--- src/rtl/round_sequencer.sv ---
// Round sequencer for a memory game: IDLE -> SHOW -> INPUT -> RESULT -> IDLE.
// Optional INPUT timeout is enabled by defining ROUND_TIMEOUT_EN.
module round_sequencer #(
  parameter int TICK_DIV    = 10,
  parameter int SHOW_TICKS  = 3,
  parameter int INPUT_TICKS = 5
) (
  input  logic       clk,
  input  logic       rst,
  input  logic       start,
  input  logic       input_done,
  input  logic       match,
  output logic       tick,
  output logic       show_en,
  output logic       input_en,
  output logic       win,
  output logic       lose,
  output logic [3:0] level,
  output logic       busy
);

  typedef enum logic [1:0] {IDLE, SHOW, INPUT, RESULT} state_e;

  localparam logic [7:0] PMAX = 8'(TICK_DIV - 1);

  state_e     state_q, state_d;
  logic [7:0] presc_q, presc_d;
  logic [3:0] tcnt_q, tcnt_d;
  logic [3:0] level_q, level_d;
  logic       won_q, won_d;
  logic       tick_w, show_last, timeout;
  logic [4:0] tcnt_inc;

  assign tick_w    = (state_q != IDLE) && (presc_q == PMAX);
  assign tcnt_inc  = {1'b0, tcnt_q} + 5'd1;
  assign show_last = tick_w && (tcnt_inc == 5'(SHOW_TICKS));

`ifdef ROUND_TIMEOUT_EN
  assign timeout = tick_w && (tcnt_inc == 5'(INPUT_TICKS));
`else
  assign timeout = 1'b0;
`endif

  always_comb begin
    state_d = state_q;
    presc_d = presc_q;
    tcnt_d  = tcnt_q;
    level_d = level_q;
    won_d   = won_q;
    if (state_q != IDLE) begin
      presc_d = tick_w ? 8'd0 : presc_q + 8'd1;
      if (tick_w && tcnt_q != 4'hF) tcnt_d = tcnt_q + 4'd1;
    end
    case (state_q)
      IDLE:   if (start) state_d = SHOW;
      SHOW:   if (show_last) state_d = INPUT;
      INPUT: begin
        // a player's entry wins over a timeout tick in the same cycle
        if (input_done) begin
          state_d = RESULT;
          won_d   = match;
        end else if (timeout) begin
          state_d = RESULT;
          won_d   = 1'b0;
        end
      end
      RESULT: begin
        state_d = IDLE;
        if (won_q) level_d = (level_q == 4'hF) ? 4'hF : level_q + 4'd1;
        else       level_d = 4'd0;
      end
      default: state_d = IDLE;
    endcase
    // every transition is a state entry: timing restarts from zero
    if (state_d != state_q) begin
      presc_d = 8'd0;
      tcnt_d  = 4'd0;
    end
  end

  always_ff @(posedge clk) begin
    if (rst) begin
      state_q <= IDLE;
      presc_q <= 8'd0;
      tcnt_q  <= 4'd0;
      level_q <= 4'd0;
      won_q   <= 1'b0;
    end else begin
      state_q <= state_d;
      presc_q <= presc_d;
      tcnt_q  <= tcnt_d;
      level_q <= level_d;
      won_q   <= won_d;
    end
  end

  assign tick     = tick_w;
  assign show_en  = (state_q == SHOW);
  assign input_en = (state_q == INPUT);
  assign win      = (state_q == RESULT) && won_q;
  assign lose     = (state_q == RESULT) && !won_q;
  assign level    = level_q;
  assign busy     = (state_q != IDLE);

endmodule

--- config.mk ---
export PLATFORM = sky130hd
export DESIGN_NAME = round_sequencer
export DESIGN_NICKNAME = d
export VERILOG_FILES = /design/src/rtl/round_sequencer.sv
export SDC_FILE = /design/constraint.sdc
export NUM_CORES = 1
export LEC_CHECK = 0
export ABC_AREA = 1
export BUFFER_PORTS_ARGS = -buffer_cell sky130_fd_sc_hd__buf_2
export CAP_MARGIN = 20
export CORE_UTILIZATION = 60
export DETAILED_ROUTE_END_ITERATION = 6
export GPL_TIMING_DRIVEN = 0
export PLACE_DENSITY = 0.79
export RECOVER_POWER = 100
export SKIP_CTS_REPAIR_TIMING = 1
export SLEW_MARGIN = 20
export SYNTH_ARGS = -nofsm -noshare
export SYNTH_HDL_FRONTEND = slang
export SYNTH_SLANG_ARGS = --single-unit
--- constraint.sdc ---
create_clock -name clk -period 3.2 [get_ports clk]
set_input_delay 0.32 -clock clk [delete_from_list [all_inputs] [get_ports clk]]
set_output_delay 0.32 -clock clk [all_outputs]
set_load 0.02 [all_outputs]
After elaboration in Yosys (flattened, before gate mapping)
Index checks and enable logic that the tools add are counted.

Register bits after elaboration: 19. Bits in latches: 0. RAM bits: 0. Bits in read-only memories: 0. Input bits: 5. Output and inout bits: 10. Logic and storage cells: 35. Memories: 0.

Add/subtract/negate cells: 4. Multiply operators: 0. Divide/modulo/power cells: 0. Order comparisons: 0. Eq/ne operators: 8. Shift-type cells: 0. Multiplexer cells: 7. Bitwise logic cells: 0. Reduce and logical (&&, ||, !) cells: 11.

Operators by type and width (number): adder 4 x 1 -> 4 bit, second input constant (2); adder 8 x 1 -> 8 bit, second input constant (1); equality test 8 x 4 -> 1 bit, second input constant (1); two-way mux 4 bit (2); two-way mux 8 bit (1); one-hot mux 2 bit (4 select lines) (1); two-way mux 2 bit (3); adder 4 x 1 -> 5 bit, second input constant (1); equality test 5 x 2 -> 1 bit, second input constant (1); logical AND 1 bit (5); equality test 2 bit, second input constant (2); equality test 4 bit, second input constant (1); != test 4 bit, second input constant (1); AND reduction 2 bit (2); equality test 2 x 1 -> 1 bit, second input constant (1); zero test 2 bit (1); != test 2 bit (1); nonzero test 2 bit (1); OR reduction 2 bit (1); zero test 1 bit (1).

Longest topological paths before layout
Gate-level depths: netlist of run 1.

Word-level depth: 7. Gate-level depth with buffers: 11. Gate-level depth less buffers: 10.

Worst setup path after synthesis of run 1
No wires, ideal clock.

Path type: reg-to-reg. Start: reg tcnt_q[1]. End: reg presc_q[0]. Library setup time: 0.119 ns. Data arrival time: 1.338 ns. Required time: 3.081 ns. Slack: 1.743 ns. Cell stages (with the launch flop): 12. Path buffers: 1. Clock period less this slack: 1.457 ns. Cells stage by stage: dfxtp_1 > ha_1 > inv_1 > nand2_1 > nand2_2 > nor2_4 > nand2_2 > o21bai_4 > nand2_2 > nand2_2 > buf_6 > nor2_2.

Cells in the longest elaborated chain, start to end: 7.

RTL lines: start, declared (line 28) `logic [3:0] tcnt_q, tcnt_d;`; start signal, assigned (line 91) `tcnt_q <= tcnt_d;`; adder 4 x 1 -> 5 bit (line 35) `assign tcnt_inc = {1'b0, tcnt_q} + 5'd1;`; equality test 5 x 2 -> 1 bit (line 36) `assign show_last = tick_w && (tcnt_inc == 5'(SHOW_TICKS));`; logical AND 1 bit (line 36); two-way mux 2 bit (line 56) `SHOW: if (show_last) state_d = INPUT;`; one-hot mux 2 bit (4 select lines) (line 54) `case (state_q)`; != test 2 bit (line 75) `if (state_d != state_q) begin`; OR reduction 2 bit (no line); end signal, assigned (line 90) `presc_q <= presc_d;`; end, declared (line 27) `logic [7:0] presc_q, presc_d;`.

No other way between the ends. A chain may end at the register's enable or synchronous reset.

Worst setup path in the final report of run 1
Same ends and word-level chain as after synthesis.

==> results of run 1 <==
-- Yosys cell counts --
cell type / instances
a21oi_1: 7
buf_6: 2
dfxtp_1: 19
ha_1: 5
inv_1: 28
inv_2: 3
nand2_1: 34
nand2_2: 6
nand3_1: 13
nand3_2: 1
nand3_4: 1
nand4_1: 3
nor2_1: 14
nor2_2: 11
nor2_4: 2
nor3_1: 2
o211ai_1: 2
o21ai_0: 7
o21bai_1: 1
o21bai_4: 1
xor2_1: 3
-- through the flow --
step	cells	hold slack, ns	area (um^2)	power (W)
after detailed placement	204	0.471	1250	0.000289
after CTS	208	0.240	1280	0.000413
after global placement	204	0.462	1250	0.000288
final	208	0.243	1230	0.000407
after global routing	208	0.238	1230	0.000424
after floorplan	165	0.389	1150	0.000278
-- critical path, delay by kind of cell (launching register included) --
kind | cells | cell delay [ns]
DFF | 1 | 0.42
and+or+nand+nor | 7 | 0.57
AOI/OAI and AO/OA | 1 | 0.24
buffers and inverters | 2 | 0.63
adders and majority gates | 1 | 0.25
-- cell type report --
cell class / instances / share of cell area
Buffer: 2 / 0.0122
Clock buffer: 3 / 0.0183
Clock inverter: 1 / 0.00408
Inverter: 31 / 0.0948
Multi-Input combinational cell: 113 / 0.488
Sequential cell: 19 / 0.310
Tap cell: 25 / 0.0255
Timing Repair Buffer: 14 / 0.0469
-- cells in the final DEF, fill, tap and decap left out, types with 2 or more instances in the layout --
cell type and instances:
o21bai_1 2, nand2_2 4, a21oi_1 7, xor2_1 3
o21ai_0 7, buf_2 4, o211ai_1 2, nor2_2 11
inv_2 3, clkbuf_1 11, nand3_1 13, nor3_1 2
ha_1 5, dfxtp_1 19, nand4_1 3, nor2_1 16
inv_1 28, clkbuf_4 3, nand2_1 36
-- metal layers --
layer  global-route usage  part of all wire  vias up
met4                0.124             0.026        0
met3               0.0476             0.033        5
met5                    0                 0        -
met1                0.277              0.48      448
met2                0.357              0.46       18
li1                     -                 -      548
-- final timing paths --
| path | startpoint | endpoint | slack [ns] | cells past startpoint |
|---|---|---|---|---|
| max | tcnt_q[1]$_SDFFE_PP0P_ | presc_q[0]$_SDFFE_PP0P_ | 0.98 | 11 |
| max reg2reg | tcnt_q[1]$_SDFFE_PP0P_ | presc_q[0]$_SDFFE_PP0P_ | 0.98 | 11 |
| min | rst | level[0]$_SDFFE_PP0N_ | 0.24 | 2 |
| min reg2reg | won_q$_SDFFE_PP0P_ | won_q$_SDFFE_PP0P_ | 0.48 | 2 |
-- registers in the layout, indices dropped and copies added (netlist names) --
register and cells:
level 4, state_q 2, presc_q 8, tcnt_q 4, won_q 1
-- power groups by stage --
stage               sequential, W  clock, W  combinational (W)
CTS                      0.000241  0.000130          0.0000428
finish                   0.000241  0.000128          0.0000379
global placement         0.000246         0          0.0000420
detailed placement       0.000246         0          0.0000427
floorplan                0.000246         0          0.0000325
global route             0.000241  0.000141          0.0000416
-- cells by family (layout without fill, tap and decap cells) --
| logic type | Yosys count | in the layout | synth area share |
|---|---|---|---|
| fa+ha+maj | 5 | 5 | 0.0544 |
| compound gates | 18 | 18 | 0.0968 |
| buf+inv | 33 | 51 | 0.121 |
| flops | 19 | 19 | 0.331 |
| simple gates | 87 | 87 | 0.374 |
| xor+xnor | 3 | 3 | 0.0229 |
==> reports/metrics.yaml, run 1 <==
status: "completed"
netlist_area_um2: 1150
multi_input_area_um2: 599
hold_class: "in2reg"
worstMarginPinSlew_ns: 0.737
slowest_delay_ns: 0.58
tritoncts: "yes"
antenna_found_initial: 0
initial_core_util: 0.652
seq_area_frac_synth: 0.331
fin_util: 0.696
layout-drive-gt1-share: 0.158
fillers: 171
hpwl_mm: 1.57
combPwrFrac: 0.093
ir_drop_mv: 0.197
num_antenna_cells: 0
path_class: "reg2reg"
rsz0062_at_grt: "false"
syn_to_final_growth_pct: 6.75
max_freq_mhz: 450
grt.total_usage: 0.223
tns_ns: 0
gr-total-overflow: 0
grt_pass1_vias: 797
ys_types: 21
cts.sinks: 19
die_area_um2: 2100
num_vias: 1019
crit_fanout: 10
rows: 15
clk-insertion-delay-late_ns: 0.31
final_nets: 194
worstPathArrival_ns: 2.41
finalCriticalPeriod_ns: 2.22
crit_top_cell: "nand2_1"
synth_top_area_cell: "dfxtp_1"
cap_violations: 0
die_w_um: 45.8
cts_buffers: 3
synth_top_area_share: 0.331
routabilityCongestion: 0.811
synth.area.top_cells: "dfxtp_1, nand2_1, inv_1"
slowest_stage: "clkbuf_1"
p_seq_frac: 0.592
avgSynthCellArea_um2: 6.97
slew_violations: 0
grt_max_degree: 12
fin_ws_ns: 0.977
setup_viol: 0
p_sw_frac: 0.269
cts_max_path_buffers: 2
finalHoldViolCount: 0
dr.pass1.iters: 4
p_leak_nw: 0.486
synth_cells: 165
p_clk_frac: 0.315
viasPerCell: 4.90
switchingPower_w: 0.000109
core-area_um2: 1760
design.portCount: 15
ant_nets: 0
path_cells: "ha_1 -> inv_1 -> nand2_1 -> nand2_1 -> nor2_1 -> nand2_2 -> o21bai_1 -> nand2_2 -> nand2_1 -> clkbuf_1 -> nor2_2"
drt-initial-drc-count: 13
synth-seq-cells: 19
period_share: 0.695
critPathLaunchType: "flip-flop"
wl_mm: 2.09
routedWlPerCell_um: 10.0
yosys_warnings: 0
crit_required_ns: 3.39
htreeDepth: 1
synth_fp_nets: 175
p_int_w: 0.000297
seq_area_um2: 380
finClkSkew_ns: 0.00181
grt_first_pass_wirelength_mm: 3.25
crit_path_end_kind: "flip-flop"
place_ws_ns: 1.56
clk_pin_slew_ns: 0.11
maxSlewHeadroom: 0.509
cts-root-buf: "clkbuf_4"
drc_errors: 0
die_height_um: 45.8
portBuffers: 14
power_density_nw_per_um2: 331
No activity file was read; power rests on OpenSTA's default activity.
==> inputs of run 2 (changes only) <==
--- a/config.mk
+++ b/config.mk
@@ -8,10 +8,10 @@
 export ABC_AREA = 1
 export BUFFER_PORTS_ARGS = -buffer_cell sky130_fd_sc_hd__buf_2
 export CAP_MARGIN = 20
-export CORE_UTILIZATION = 60
+export CORE_UTILIZATION = 50
 export DETAILED_ROUTE_END_ITERATION = 6
 export GPL_TIMING_DRIVEN = 0
-export PLACE_DENSITY = 0.79
+export PLACE_DENSITY = 0.7
 export RECOVER_POWER = 100
 export SKIP_CTS_REPAIR_TIMING = 1
 export SLEW_MARGIN = 20
==> constraint.sdc (replaced) <==
create_clock -name clk -period 2.03 [get_ports clk]
set_input_delay 0.203 -clock clk [delete_from_list [all_inputs] [get_ports clk]]
set_output_delay 0.203 -clock clk [all_outputs]
set_load 0.02 [all_outputs]
==> run 2 against run 1 <==
- flip-flop and latch count stayed put
- core utilization is 10 points lower
- register-to-register slack worse by 0.72 ns
- hold slack worse by 0.11 ns
- largest power group unchanged
- combinational power grew 59%
- critical endpoint is now tick
- cell area down 0.41%
- cell count rose by 0.96%
- die area rose by 19%
==> reports/metrics.yaml, run 2 (synthesis gave the netlist of run 1 again) <==
critPathLaunchType: "flip-flop"
grt_pass1_vias: 964
tns_ns: 0
num_antenna_cells: 0
r2r_cells: 10
cp.depth: 7
portBuffers: 14
slowest_delay_ns: 0.37
largest_reg_flops: 8
cts.sinks: 19
design.portCount: 15
ant_nets: 0
worstMarginPinSlew_ns: 0.327
combPwrFrac: 0.095
period_share: 0.893
fin_area_um2: 1220
drt-initial-drc-count: 16
num_vias: 1037
rsz0062_at_grt: "false"
routedWlPerCell_um: 10.2
cts_max_path_buffers: 2
crit_end: "tick"
crit_path_end_kind: "output port"
slew_violations: 0
core-area_um2: 2060
status: "completed"
finalCriticalPeriod_ns: 1.81
layout-drive-gt1-share: 0.120
rows: 16
final_common_cell: "nand2_1"
cts-root-buf: "clkbuf_4"
finalPower_w: 0.000632
grt.total_usage: 0.200
maxSlewHeadroom: 0.782
switchingPower_w: 0.000156
dr.pass1.iters: 4
critPathTopFamily: "buffers and inverters"
die_height_um: 50.0
power_density_nw_per_um2: 517
top_usage_layer: "met2"
path_class: "reg2out"
startpoint: "presc_q[1]$_SDFFE_PP0P_"
crit_fanout: 5
p_sw_frac: 0.247
placed_cell_area_um2: 1250
die_area_um2: 2500
initial_core_util: 0.558
cp_num_buf_inv: 3
use_met1: 0.233
path_cells: "inv_1 -> ha_1 -> nand3_2 -> nor2_1 -> nand2_1 -> inv_1 -> clkbuf_1"
p_leak_nw: 0.492
hold_class: "in2reg"
holdWs_ns: 0.138
ir_drop_mv: 0.376
r2r-end: "presc_q[0]$_SDFFE_PP0P_"
min_from: "rst"
global_route.usage.met3: 0.0556
clk-insertion-delay-late_ns: 0.29
hpwl_mm: 1.66
syn_to_final_growth_pct: 6.31
cts_buffers: 3
crit_top_cell: "inv_1"
p_seq_frac: 0.601
routabilityCongestion: 0.796
htreeDepth: 1
viasPerCell: 4.94
worstPathArrival_ns: 1.61
max_freq_mhz: 552
cap_violations: 0
crit_required_ns: 1.83
clk_pin_slew_ns: 0.11
finClkSkew_ns: 0.00220
die_w_um: 50.0
r2r_slack_ns: 0.26
fin_util: 0.593
grt_first_pass_wirelength_mm: 3.85
wl_mm: 2.14
use_met2: 0.360
slowest_stage: "dfxtp_1"
gr-total-overflow: 0
antenna_found_initial: 0
largest-register: "presc_q"
finalHoldViolCount: 0
final_nets: 194
r2r-start: "presc_q[1]$_SDFFE_PP0P_"
grt_max_degree: 11
tritoncts: "yes"
p_clk_frac: 0.303
p_int_w: 0.000476
setup_viol: 0
drc_errors: 0
final_cell_mix: "nand2_1, inv_1, nor2_1, dfxtp_1, nand3_1"
## run 2: changes by cell type in the layout (fill, tap and decap cells not counted)
cell,delta
nor2_2,-9
clkinv_2,-1
o21bai_4,+1
nand3_1,+1
nand2_2,+1
o21bai_1,-1
nor2_1,+8
buf_6,+1
nor2_4,+1
nand3_4,-1
nand2_1,-1
## run 2: worst min path at each step
stage	depth (start not counted)	slack, ns	to
2_1_floorplan	1	0.27	level[0]$_SDFFE_PP0N_
3_3_place_gp	2	0.45	state_q[1]$_SDFF_PP0_
3_5_place_dp	2	0.45	level[2]$_SDFFE_PP0N_
4_1_cts	2	0.13	level[3]$_SDFFE_PP0N_
5_1_grt	2	0.13	level[3]$_SDFFE_PP0N_
6_report	2	0.14	level[0]$_SDFFE_PP0N_
## run 2: worst register-to-register path, cell delays in order, from the launching register on
cell and delay [ns]:
dfxtp_1 0.37, inv_1 0.07, ha_1 0.15, nand3_2 0.07, nor2_1 0.16, nand3_1 0.27
o21bai_4 0.20, nand2_1 0.08, nand2_2 0.09, buf_6 0.15, nor2_1 0.05
## run 2: through the flow
stage	worst slack (ns)	instances
after floorplan	0.573	165
after global placement	0.480	206
after detailed placement	0.401	206
after CTS	0.280	210
after global routing	0.0928	210
final	0.217	210
## run 2: power groups by stage
stage | clock (W) | sequential [W] | combinational, W
after floorplan | 0 | 0.000388 | 0.0000512
after global placement | 0 | 0.000388 | 0.0000663
after detailed placement | 0 | 0.000388 | 0.0000679
after CTS | 0.000198 | 0.000380 | 0.0000682
after global routing | 0.000217 | 0.000380 | 0.0000678
final | 0.000192 | 0.000380 | 0.0000603
## run 2: cell type report
cell class,instances,area [um^2]
fill,229,840
multi-input combinational,113,586
sequential,19,380
inverter,31,116
timing repair buffer,14,57.6
tap,27,33.8
clock buffer,4,26.3
buffer,2,22.5
## run 2: per-layer routing
layer,up-vias,share of wire,wire length (um)
li1,547,-,-
met1,472,0.47,1000
met2,16,0.49,1050
met3,2,0.033,70
met4,0,0.0037,8
met5,-,0,0
